$ cat src/rtl/incarcator_program.sv
// Program loader: receives a framed byte stream (count, 2N data bytes high
// byte first, XOR checksum), writes N 16-bit words into instruction memory,
// and releases the processor from reset only after a clean load.
//
// state  | meaning
// IDLE   | no session since reset; waiting for start
// COUNT  | waiting for the word-count byte N
// HIGH   | waiting for the high byte of the next word
// LOW    | waiting for the low byte of the next word
// WRITE  | single-cycle memory write strobe
// CHECK  | waiting for the checksum byte
// DONE   | last session loaded with a good checksum; processor released
// ERROR  | last session failed (checksum or timeout)
module incarcator_program #(
    parameter int TIMEOUT_CYCLES = 1024
) (
    input  logic        clk,
    input  logic        reset,
    input  logic        start,
    input  logic        byte_valid,
    input  logic [7:0]  byte_data,
    output logic        byte_ready,
    output logic        mem_we,
    output logic [7:0]  mem_addr,
    output logic [15:0] mem_wdata,
    output logic        cpu_reset,
    output logic        busy,
    output logic        done,
    output logic        error,
    output logic [1:0]  error_code,
    output logic [7:0]  loaded_count
);

    localparam int TW = $clog2(TIMEOUT_CYCLES + 1);
    localparam logic [TW-1:0] TMO_LAST = TW'(TIMEOUT_CYCLES - 1);

    typedef enum logic [2:0] {
        ST_IDLE,
        ST_COUNT,
        ST_HIGH,
        ST_LOW,
        ST_WRITE,
        ST_CHECK,
        ST_DONE,
        ST_ERROR
    } state_t;

    state_t          state, next_state;
    logic [7:0]      n_q;
    logic [7:0]      high_q;
    logic [7:0]      xor_q;
    logic [7:0]      address_q;
    logic [7:0]      loaded_q;
    logic [TW-1:0]   tmo_q;
    logic [1:0]      error_code_q;
    logic [7:0]      mem_addr_q;
    logic [15:0]     mem_wdata_q;

    logic            in_rx;
    logic            accept;
    logic            start_sess;
    logic            timeout_hit;

    // State register; reset wins over every other input.
    always_ff @(posedge clk) begin
        if (reset) state <= ST_IDLE;
        else       state <= next_state;
    end

    // Next-state decode and state-derived outputs.
    always_comb begin
        next_state  = state;
        in_rx       = 1'b0;
        accept      = 1'b0;
        start_sess  = 1'b0;
        timeout_hit = 1'b0;
        mem_we      = 1'b0;
        busy        = 1'b0;

        case (state)
            ST_IDLE, ST_DONE, ST_ERROR: begin
                if (start) begin
                    next_state = ST_COUNT;
                    start_sess = 1'b1;
                end
            end
            ST_COUNT: begin
                in_rx  = 1'b1;
                busy   = 1'b1;
                accept = byte_valid;
                if (accept) next_state = (byte_data == 8'd0) ? ST_CHECK : ST_HIGH;
            end
            ST_HIGH: begin
                in_rx  = 1'b1;
                busy   = 1'b1;
                accept = byte_valid;
                if (accept) next_state = ST_LOW;
            end
            ST_LOW: begin
                in_rx  = 1'b1;
                busy   = 1'b1;
                accept = byte_valid;
                if (accept) next_state = ST_WRITE;
            end
            ST_WRITE: begin
                busy   = 1'b1;
                mem_we = 1'b1;
                next_state = (8'(loaded_q + 8'd1) == n_q) ? ST_CHECK : ST_HIGH;
            end
            ST_CHECK: begin
                in_rx  = 1'b1;
                busy   = 1'b1;
                accept = byte_valid;
                if (accept) next_state = (byte_data == xor_q) ? ST_DONE : ST_ERROR;
            end
            default: next_state = ST_IDLE;
        endcase

        // The idle counter only advances while a byte is awaited.
        if (in_rx && !accept && (tmo_q == TMO_LAST)) begin
            timeout_hit = 1'b1;
            next_state  = ST_ERROR;
        end
    end

    assign byte_ready   = in_rx;
    assign cpu_reset    = (state != ST_DONE);
    assign done         = (state == ST_DONE);
    assign error        = (state == ST_ERROR);
    assign error_code   = error_code_q;
    assign loaded_count = loaded_q;
    assign mem_addr     = mem_addr_q;
    assign mem_wdata    = mem_wdata_q;

    // Session datapath: byte capture, running checksum, address and timeout.
    // mem_addr/mem_wdata are loaded on the low-byte accept so they are valid
    // during WRITE and then hold while the internal address moves on.
    always_ff @(posedge clk) begin
        if (reset) begin
            n_q          <= '0;
            high_q       <= '0;
            xor_q        <= '0;
            address_q    <= '0;
            loaded_q     <= '0;
            tmo_q        <= '0;
            error_code_q <= 2'b00;
            mem_addr_q   <= '0;
            mem_wdata_q  <= '0;
        end else if (start_sess) begin
            xor_q        <= '0;
            address_q    <= '0;
            loaded_q     <= '0;
            tmo_q        <= '0;
            error_code_q <= 2'b00;
        end else begin
            if (in_rx) begin
                if (accept) tmo_q <= '0;
                else        tmo_q <= tmo_q + 1'b1;
            end

            if (accept) begin
                case (state)
                    ST_COUNT: begin
                        n_q   <= byte_data;
                        xor_q <= xor_q ^ byte_data;
                    end
                    ST_HIGH: begin
                        high_q <= byte_data;
                        xor_q  <= xor_q ^ byte_data;
                    end
                    ST_LOW: begin
                        xor_q       <= xor_q ^ byte_data;
                        mem_addr_q  <= address_q;
                        mem_wdata_q <= {high_q, byte_data};
                    end
                    ST_CHECK: begin
                        if (byte_data != xor_q) error_code_q <= 2'b01;
                    end
                    default: ;
                endcase
            end

            if (timeout_hit) error_code_q <= 2'b10;

            if (state == ST_WRITE) begin
                address_q <= address_q + 8'd1;
                loaded_q  <= loaded_q + 8'd1;
            end
        end
    end

endmodule

$ cat config.mk
export PLATFORM = sky130hd
export DESIGN_NAME = incarcator_program
export DESIGN_NICKNAME = d
export VERILOG_FILES = /design/src/rtl/incarcator_program.sv
export SDC_FILE = /design/constraint.sdc
export NUM_CORES = 1
export LEC_CHECK = 0
export CAP_MARGIN = 20
export CORE_ASPECT_RATIO = 1.75
export CORE_MARGIN = 4
export CORE_UTILIZATION = 54
export CTS_CLUSTER_SIZE = 40
export DETAILED_ROUTE_END_ITERATION = 8
export PLACE_DENSITY = 0.8
export SYNTH_ARGS = -nofsm -noshare
export SYNTH_HDL_FRONTEND = slang
export SYNTH_SLANG_ARGS = --single-unit
export TNS_END_PERCENT = 30
$ cat constraint.sdc
create_clock -name clk -period 2.37 [get_ports clk]
set_clock_uncertainty 0.15 [all_clocks]
set_input_delay 0.5925 -clock clk [delete_from_list [all_inputs] [get_ports clk]]
set_output_delay 0.5925 -clock clk [all_outputs]
set_load 0.05 [all_outputs]
==> out/metrics.yaml, run 1 <==
root_buffer: "clkbuf_8"
timing.slew.headroom_pct: 65.0
clock_sinks: 80
vias_per_cell: 5.41
worst-slew-pin-transition_ps: 524
place_hpwl_um: 6320
hold_viol_final: 0
die-area_um2: 7900
regArea_um2: 1610
worst_r2r_path_depth: 6
fin_crit_sh_pct: 97.1
cts_tree: "done"
grt_pass1_vias: 3173
synth_area_per_cell_um2: 8.12
grt_setup_unrepaired: "no"
grt_pass1_wl_um: 14200
n_antenna_cell: 0
critPathLaunchType: "register"
worstHoldPathCells: 2
initial_core_util_pct: 55.9
gr-max-usage-layer: "met2"
grt_usage_pct: 23.8
grt_max_degree: 28
critPathKind: "reg -> out"
final_nets: 511
routed_wirelength_um: 8450
r2r_start: "loaded_count[2]"
cellLeakagePower_nw: 1.66
setup_viol: 0
wl_per_cell_um: 14.6
antenna_found_initial: 0
synth_ff_type: "dfxtp_1"
drt_pass1_iterations: 4
cts-htree-levels: 3
critical_path_buf_inv_count: 1
reg2reg_slack_ps: 160
fin_crit_ps: 2300
ios: 52
fin_setup_tns_ps: 0
netlist_area_um2: 3510
nFillCells: 506
critical-path-slowest-cell: "clkdlybuf4s50_1"
cp_max_fo: 5
yosys_warnings: 0
irDropWorstVdd_uv: 449
hold_start: "high_q[4]"
cts_buffers: 9
end_kind: "output pin"
final_area_um2: 4450
multi_input_area_um2: 1790
grt_use_met2_pct: 42.0
drc_errors: 0
cp.arrival_ps: 1560
clk_pin_slew_ps: 80
vias: 3139
grtUsageMet3_pct: 6.68
reg2reg_to: "state[2]"
postCtsSetupBuffers: 0
gp_congestion: 0.852
min_path_type: "reg -> reg"
cap_violations: 0
syn_to_final_growth_pct: 27.0
synthArstFlopShare_pct: 0
syn_inst: 432
drv_slew: 0
run_status: "finished clean"
placed_cells: 565
whs_ps: 308
place.port_buffers: 51
power_density_nw_per_um2: 599
synth.ff_latch_count: 80
synth_edf_count: 0
critPathTopFamily: "buffers and inverters"
synthDistinctLibCells: 43
cpPeakStageDelay_ps: 810
globalRouteOverflowTotal: 0
whs_endpoint: "high_q[4]"
die_w_um: 68.9
die_h_um: 115
worst-path-stages: 1
p_total_mw: 2.67
drt_iter0_drc: 219
num_rows: 38
synth-seq-area-share_pct: 45.7
synth_fp_nets: 447
cts_buffer_depth: 2
drive_above_1_share_pct: 13.2
crit_chain: "clkdlybuf4s50_1"
met1_usage_pct: 25.2
place_area_um2: 4250
ant_nets: 0
final_cells: 580
core-area_um2: 6280
clk-insertion-delay-late_ps: 360
fmax_mhz: 434
critPathRequiredTime_ps: 1630
[stage by stage]
step	utilization (%)	setup slack, ps
3_5_place_dp	67.8	-106
6_report	71.0	67.6
4_1_cts	70.8	5.79
3_3_place_gp	67.8	-27.4
2_1_floorplan	-	34.2
5_1_grt	71.0	10.5
[per-layer routing]
layer / vias up / share of wire [%] / wire length, um
met5: - / 0 / 0
met3: 18 / 4.9 / 417
met4: 0 / 2.6 / 223
li1: 1561 / - / -
met1: 1482 / 37 / 3150
met2: 78 / 55 / 4660
[synthesized netlist by cell type (all sizes together) (3+ instances only)]
cell | n | area (um^2)
nand2 | 98 | 370
dfxtp | 80 | 1600
nor2 | 54 | 203
a21oi | 45 | 225
xnor2 | 23 | 220
xor2 | 21 | 184
clkbuf | 16 | 60.1
nand3 | 9 | 45.0
and3 | 8 | 50.1
mux2i | 8 | 80.1
nand4 | 8 | 50.1
o21ai | 8 | 43.8
inv | 7 | 26.3
buf | 6 | 26.3
nor3 | 5 | 25.0
a31oi | 3 | 18.8
ha | 3 | 37.5
nor3b | 3 | 22.5
nor4 | 3 | 18.8
[how the worst max path moves through the flow]
stage | start | end | slack, ps
after floorplan | loaded_count[2] | state[2] | 30
after global placement | byte_data[7] | state[1] | -30
after detailed placement | byte_data[7] | state[2] | -110
after CTS | loaded_count[2] | loaded_count[2] | 6
after global routing | loaded_count[4] | loaded_count[4] | 10
final | loaded_count[4] | loaded_count[4] | 70
[sequential cells by signal (all words and copies together), names as in the netlist]
name and flops:
mem_wdata 16, tmo_q 11, address_q 8, high_q 8, loaded_count 8, mem_addr 8
n_q 8, xor_q 8, state 3, error_code 2
[cells by family after synthesis]
group,synth area share [%]
xor+xnor,11.5
fa+ha+maj,1.07
simple gates,24.7
mux,2.61
flops,45.7
compound gates,11.2
buf+inv,3.21
[where the power goes]
part	leakage [nW]	internal [mW]	switching (mW)	total [mW]
Combinational	0.911	0.128	0.179	0.307
Sequential	0.650	1.37	0.0233	1.39
Clock	0.0989	0.504	0.464	0.968
[area by class of cell]
class                   count  share of cell area [%]
multi-input cells         323                    40.2
flip-flops and latches     80                    36.2
repair buffers             75                    16.5
clock buffers              11                    3.18
well taps                  80                    2.25
clock inverters             4                    1.01
inverters                   7                   0.590
[repair_timing]
action	in CTS	in global routing
pin swaps	0	0
setup endpoints to repair	3	4
endpoints found under the hold margin	0	0
gates resized for setup	2	4
hold buffers	0	0
[placed cells by master (no fill, tap or decap), types with 9 or more instances in the layout]
cell type | Yosys | final
buf_4 | 0 | 29
clkdlybuf4s50_1 | 0 | 38
xnor2_1 | 22 | 22
nand2_1 | 97 | 97
dfxtp_1 | 80 | 73
nor2_1 | 54 | 54
xor2_1 | 21 | 21
clkbuf_8 | 0 | 10
a21oi_1 | 45 | 45
nand3_1 | 9 | 9
No activity file was read; power rests on OpenSTA's default activity.
==> run 2, diff against run 1 <==
Settings changed: CORE_MARGIN 4 to 1.
==> out/metrics.yaml, run 2 (synthesis gave the netlist of run 1 again) <==
wl_per_cell_um: 14.1  # -3.4%
nFillCells: 499  # -1.4%
cts-htree-levels: 3  # unchanged
initial_core_util_pct: 56.3  # +0.43 points
run_status: "finished clean"
p_total_mw: 2.60  # -2.4%
final_nets: 510  # -0.20%
cts_buffer_depth: 2  # unchanged
place.port_buffers: 51  # unchanged
grt_pass1_wl_um: 13500  # -4.9%
placed_cells: 564  # -0.18%
gp_congestion: 0.875  # +2.7%
final_util_pct: 71.3  # +0.34 points
hold_buffers: 0  # unchanged
end_kind: "output pin"
drive_above_1_share_pct: 13.2  # +0.026 points
ios: 52  # unchanged
cellLeakagePower_nw: 1.63  # -2.0%
cts_tree: "done"
globalRouteOverflowTotal: 0  # unchanged
fin_crit_sh_pct: 99.1  # +2.0 points
worst-slew-pin-transition_ps: 513  # -10.9 ps
final_cell_mix: "nand2_1, dfxtp_1, nor2_1"
critical-path-slowest-cell: "clkdlybuf4s50_1"
irDropWorstVdd_uv: 487  # +8.4%
cts_buffers: 9  # unchanged
cpPeakStageDelay_ps: 840  # +30 ps
pre_cts_ws_ps: -10.1  # +95.7 ps
grt_pass1_vias: 3069  # -3.3%
clock_sinks: 80  # unchanged
final_cells: 579  # -0.17%
final_area_um2: 4440  # -0.28%
vias_per_cell: 5.40  # -0.18%
setup_viol: 0  # unchanged
vias: 3128  # -0.35%
grt_setup_unrepaired: "no"
die_h_um: 109  # -5.2%
critPathKind: "reg -> out"
syn_to_final_growth_pct: 26.7
n_antenna_cell: 0  # unchanged
critPathRequiredTime_ps: 1630  # about the same
crit_chain: "clkdlybuf4s50_1"
fin_crit_ps: 2350  # +46.9 ps
grt_max_degree: 25  # -11%
fmax_mhz: 426  # -2.0%
critPathLaunchType: "register"
cap_violations: 0  # unchanged
timing.slew.headroom_pct: 65.7  # +0.73 points
drv_slew: 0  # unchanged
regArea_um2: 1610  # about the same
root_buffer: "clkbuf_8"
cp.arrival_ps: 1610  # +50 ps
die_w_um: 62.9  # -8.7%
place_area_um2: 4260  # +0.12%
largest_reg_flops: 16  # unchanged
critical_path_buf_inv_count: 1  # unchanged
core-area_um2: 6230  # -0.76%
grt_usage_pct: 25.5  # +1.7 points
layout_commonest_cell: "nand2_1"
place_hpwl_um: 5920  # -6.3%
clk-insertion-delay-late_ps: 370  # about the same
die-area_um2: 6830  # -13%
hold_viol_final: 0  # unchanged
postCtsSetupBuffers: 0  # unchanged
min_path_type: "reg -> reg"
drc_errors: 0  # unchanged
power_density_nw_per_um2: 586  # -2.1%
clk_pin_slew_ps: 80  # about the same
whs_ps: 308  # +0.0210 ps
fin_setup_tns_ps: 0  # unchanged
drt_iter0_drc: 168  # -23%
ant_nets: 0  # unchanged
timing.final.ws_setup_ps: 20.6  # -46.9 ps
drt_pass1_iterations: 5  # +1
antenna_found_initial: 0  # unchanged
routed_wirelength_um: 8150  # -3.6%
multi_input_area_um2: 1790  # unchanged
cp_max_fo: 7  # +2
critPathTopFamily: "buffers and inverters"
num_rows: 38  # unchanged
run 2: changes by cell type in the layout (fill, tap and decap cells not counted), sizes merged:
cell / change
clkdlybuf4s50: +1
clkbuf: +1
clkinv: -1
clkinvlp: +1
buf: -1
bufinv: -1
dlymetal6s2s: -1
run 2: final cells by class:
cell class                      count  share of cell area [%]
Multi-Input combinational cell    323                    40.3
Sequential cell                    80                    36.3
Timing Repair Buffer               74                    16.6
Clock buffer                       12                    3.49
Tap cell                           80                    2.25
Inverter                            7                   0.592
Clock inverter                      3                   0.394
run 2: worst register-to-register path, delay by kind of cell (launching register included):
family / cells / cell delay, ps
flip-flops: 1 / 430
AND/OR/NAND/NOR: 3 / 800
XOR/XNOR: 1 / 230
AO/OA/AOI/OAI: 1 / 220
adder cells (fa/ha/maj): 1 / 300
run 2: path summary, 6_finish.rpt:
kind	from	to	slack [ps]	cells past startpoint
setup / recovery	loaded_count[1]	loaded_count[1]	20	1
hold / removal	mem_wdata[3]	mem_wdata[3]	310	2
hold reg to reg	mem_wdata[3]	mem_wdata[3]	310	2
setup reg to reg	loaded_count[0]	state[2]	150	6
run 2: layer usage:
layer / routed length, um / global-route usage, % / part of all wire [%] / vias to the layer above
li1: - / - / - / 1559
met1: 3210 / 26.9 / 39 / 1462
met2: 4340 / 45.4 / 53 / 80
met3: 331 / 5.38 / 4.1 / 27
met4: 271 / 15.9 / 3.3 / 0
met5: 0 / 0 / 0 / -
run 2: power breakdown:
part / leakage (nW) / internal (mW) / switching (mW)
clock network: 0.0882 / 0.428 / 0.475
logic: 0.889 / 0.128 / 0.173
registers: 0.650 / 1.37 / 0.0295
total: 1.63 / 1.92 / 0.677
run 2: timing repair:
action / CTS / global route
resized for setup: 1 / 5
setup endpoints to repair: 1 / 7
endpoints found under the hold margin: 0 / 0
==> run 3, diff against run 2 <==
Settings changed: CORE_UTILIZATION 54 to 58, PLACE_DENSITY 0.8 to 0.85.
Clock period 2.37 ns to 2.79 ns, I/O delays scaled along.
==> out/metrics.yaml, run 3 (synthesis gave the netlist of run 1 again) <==
root_buffer: "clkbuf_8"
cap_violations: 0  # unchanged
drt_iter0_drc: 178  # +6.0%
run_status: "finished clean"
power_density_nw_per_um2: 520  # -11%
critPathKind: "reg -> out"
worst-slew-pin-transition_ps: 552  # +38.9 ps
place_hpwl_um: 5840  # -1.3%
dr_wl_met2_um: 4300  # -0.97%
layout_commonest_cell: "nand2_1"
setup_viol: 0  # unchanged
cts_tree: "done"
core-area_um2: 5830  # -6.3%
hold_buffers: 0  # unchanged
drc_errors: 0  # unchanged
cts_buffers: 9  # unchanged
wl_met1_um: 3210  # +0.28%
die_h_um: 105  # -3.4%
gp_congestion: 0.892  # +1.9%
num_rows: 37  # -2.6%
cts_buffer_depth: 2  # unchanged
antenna_found_initial: 0  # unchanged
globalRouteOverflowTotal: 0  # unchanged
cp_max_fo: 10  # +3
grt_setup_unrepaired: "no"
drive_above_1_share_pct: 8.79  # -4.4 points
final_nets: 501  # -1.8%
ant_nets: 0  # unchanged
grt_usage_pct: 28.7  # +3.3 points
p_total_mw: 2.24  # -14%
clk-insertion-delay-late_ps: 360  # about the same
critPathRequiredTime_ps: 1940  # +310 ps
ios: 52  # unchanged
critPathLaunchType: "register"
fin_crit_ps: 2630
n_antenna_cell: 0  # unchanged
cp.arrival_ps: 1790  # +180 ps
drt_pass1_iterations: 4  # -1
initial_core_util_pct: 60.1  # +3.8 points
largest_reg_flops: 16  # unchanged
cellLeakagePower_nw: 1.52  # -6.4%
topRoutingLayerUsed: "met4"
final_cells: 567  # -2.1%
routed_wirelength_um: 8240  # +1.1%
clk_pin_slew_ps: 80  # about the same
die-area_um2: 6370  # -6.7%
min_path_type: "reg -> reg"
whs_ps: 305  # -3.32 ps
fin_setup_tns_ps: 0  # unchanged
vias: 3146  # +0.58%
grt_pass1_wl_um: 13700  # +1.7%
place.port_buffers: 51  # unchanged
syn_to_final_growth_pct: 23.1
placed_cells: 553  # -2.0%
wl_met3_um: 332  # +0.30%
hold_viol_final: 0  # unchanged
pre_cts_ws_ps: 212  # +222 ps
cts-htree-levels: 3  # unchanged
wl_per_cell_um: 14.5  # +3.2%
clock_sinks: 80  # unchanged
grt_max_degree: 28  # +12%
grt_pass1_vias: 3145  # +2.5%
drv_slew: 0  # unchanged
timing.final.ws_setup_ps: 156  # +135 ps
irDropWorstVdd_uv: 400  # -18%
fin_crit_sh_pct: 94.4
end_kind: "output pin"
timing.slew.headroom_pct: 63.1  # -2.6 points
fmax_mhz: 380
cts_resized: 1  # unchanged
postCtsSetupBuffers: 0  # unchanged
final_cell_mix: "nand2_1, dfxtp_1, nor2_1"
vias_per_cell: 5.55  # +2.7%
die_w_um: 60.8  # -3.4%
-- run 3: cell count changes in the layout (fill, tap and decap cells not counted), moves of 2 or more --
cell,change
buf_12,-5
dfxtp_1,+8
buf_4,-9
clkdlybuf4s50_1,+6
dlymetal6s2s_1,-2
dfxtp_2,-8
-- run 3: cell type report --
cell class / instances / area [um^2]
multi-input combinational: 323 / 1790
sequential: 80 / 1600
fill: 463 / 1520
timing repair buffer: 65 / 614
clock buffer: 11 / 141
tap: 78 / 97.6
clock inverter: 3 / 43.8
inverter: 7 / 26.3
-- run 3: where the power goes --
part           switching, mW  internal [mW]  total (mW)
logic                  0.153         0.0895       0.242
clock network          0.392          0.428       0.820
registers             0.0189           1.16        1.18
total                  0.564           1.68        2.24
-- run 3: routing by layer --
| metal | up-vias | GRT usage, % |
|---|---|---|
| met3 | 32 | 6.31 |
| met2 | 93 | 47.5 |
| li1 | 1532 | - |
| met1 | 1489 | 30.7 |
| met4 | 0 | 20.3 |
| met5 | - | 0 |
-- run 3: critical path, cell delays in order, from the launching register on --
cell and delay, ps:
dfxtp_1 520, nand2_1 170, or2_2 310, dlygate4sd2_1 430
-- run 3: final timing paths --
| path | start | end | slack (ps) | depth (start not counted) |
|---|---|---|---|---|
| max reg2reg | loaded_count[2] | state[2] | 450 | 6 |
| max | state[1] | cpu_reset | 160 | 3 |
| min reg2reg | mem_wdata[11] | mem_wdata[11] | 300 | 2 |
| min | mem_wdata[11] | mem_wdata[11] | 300 | 2 |
-- run 3: metrics by stage --
| step | area [um^2] | util [%] |
|---|---|---|
| 3_3_place_gp | 4130 | 70.8 |
| 5_1_grt | 4320 | 74.0 |
| 2_1_floorplan | 3510 | - |
| 4_1_cts | 4320 | 74.0 |
| 6_report | 4320 | 74.0 |
| 3_5_place_dp | 4130 | 70.8 |
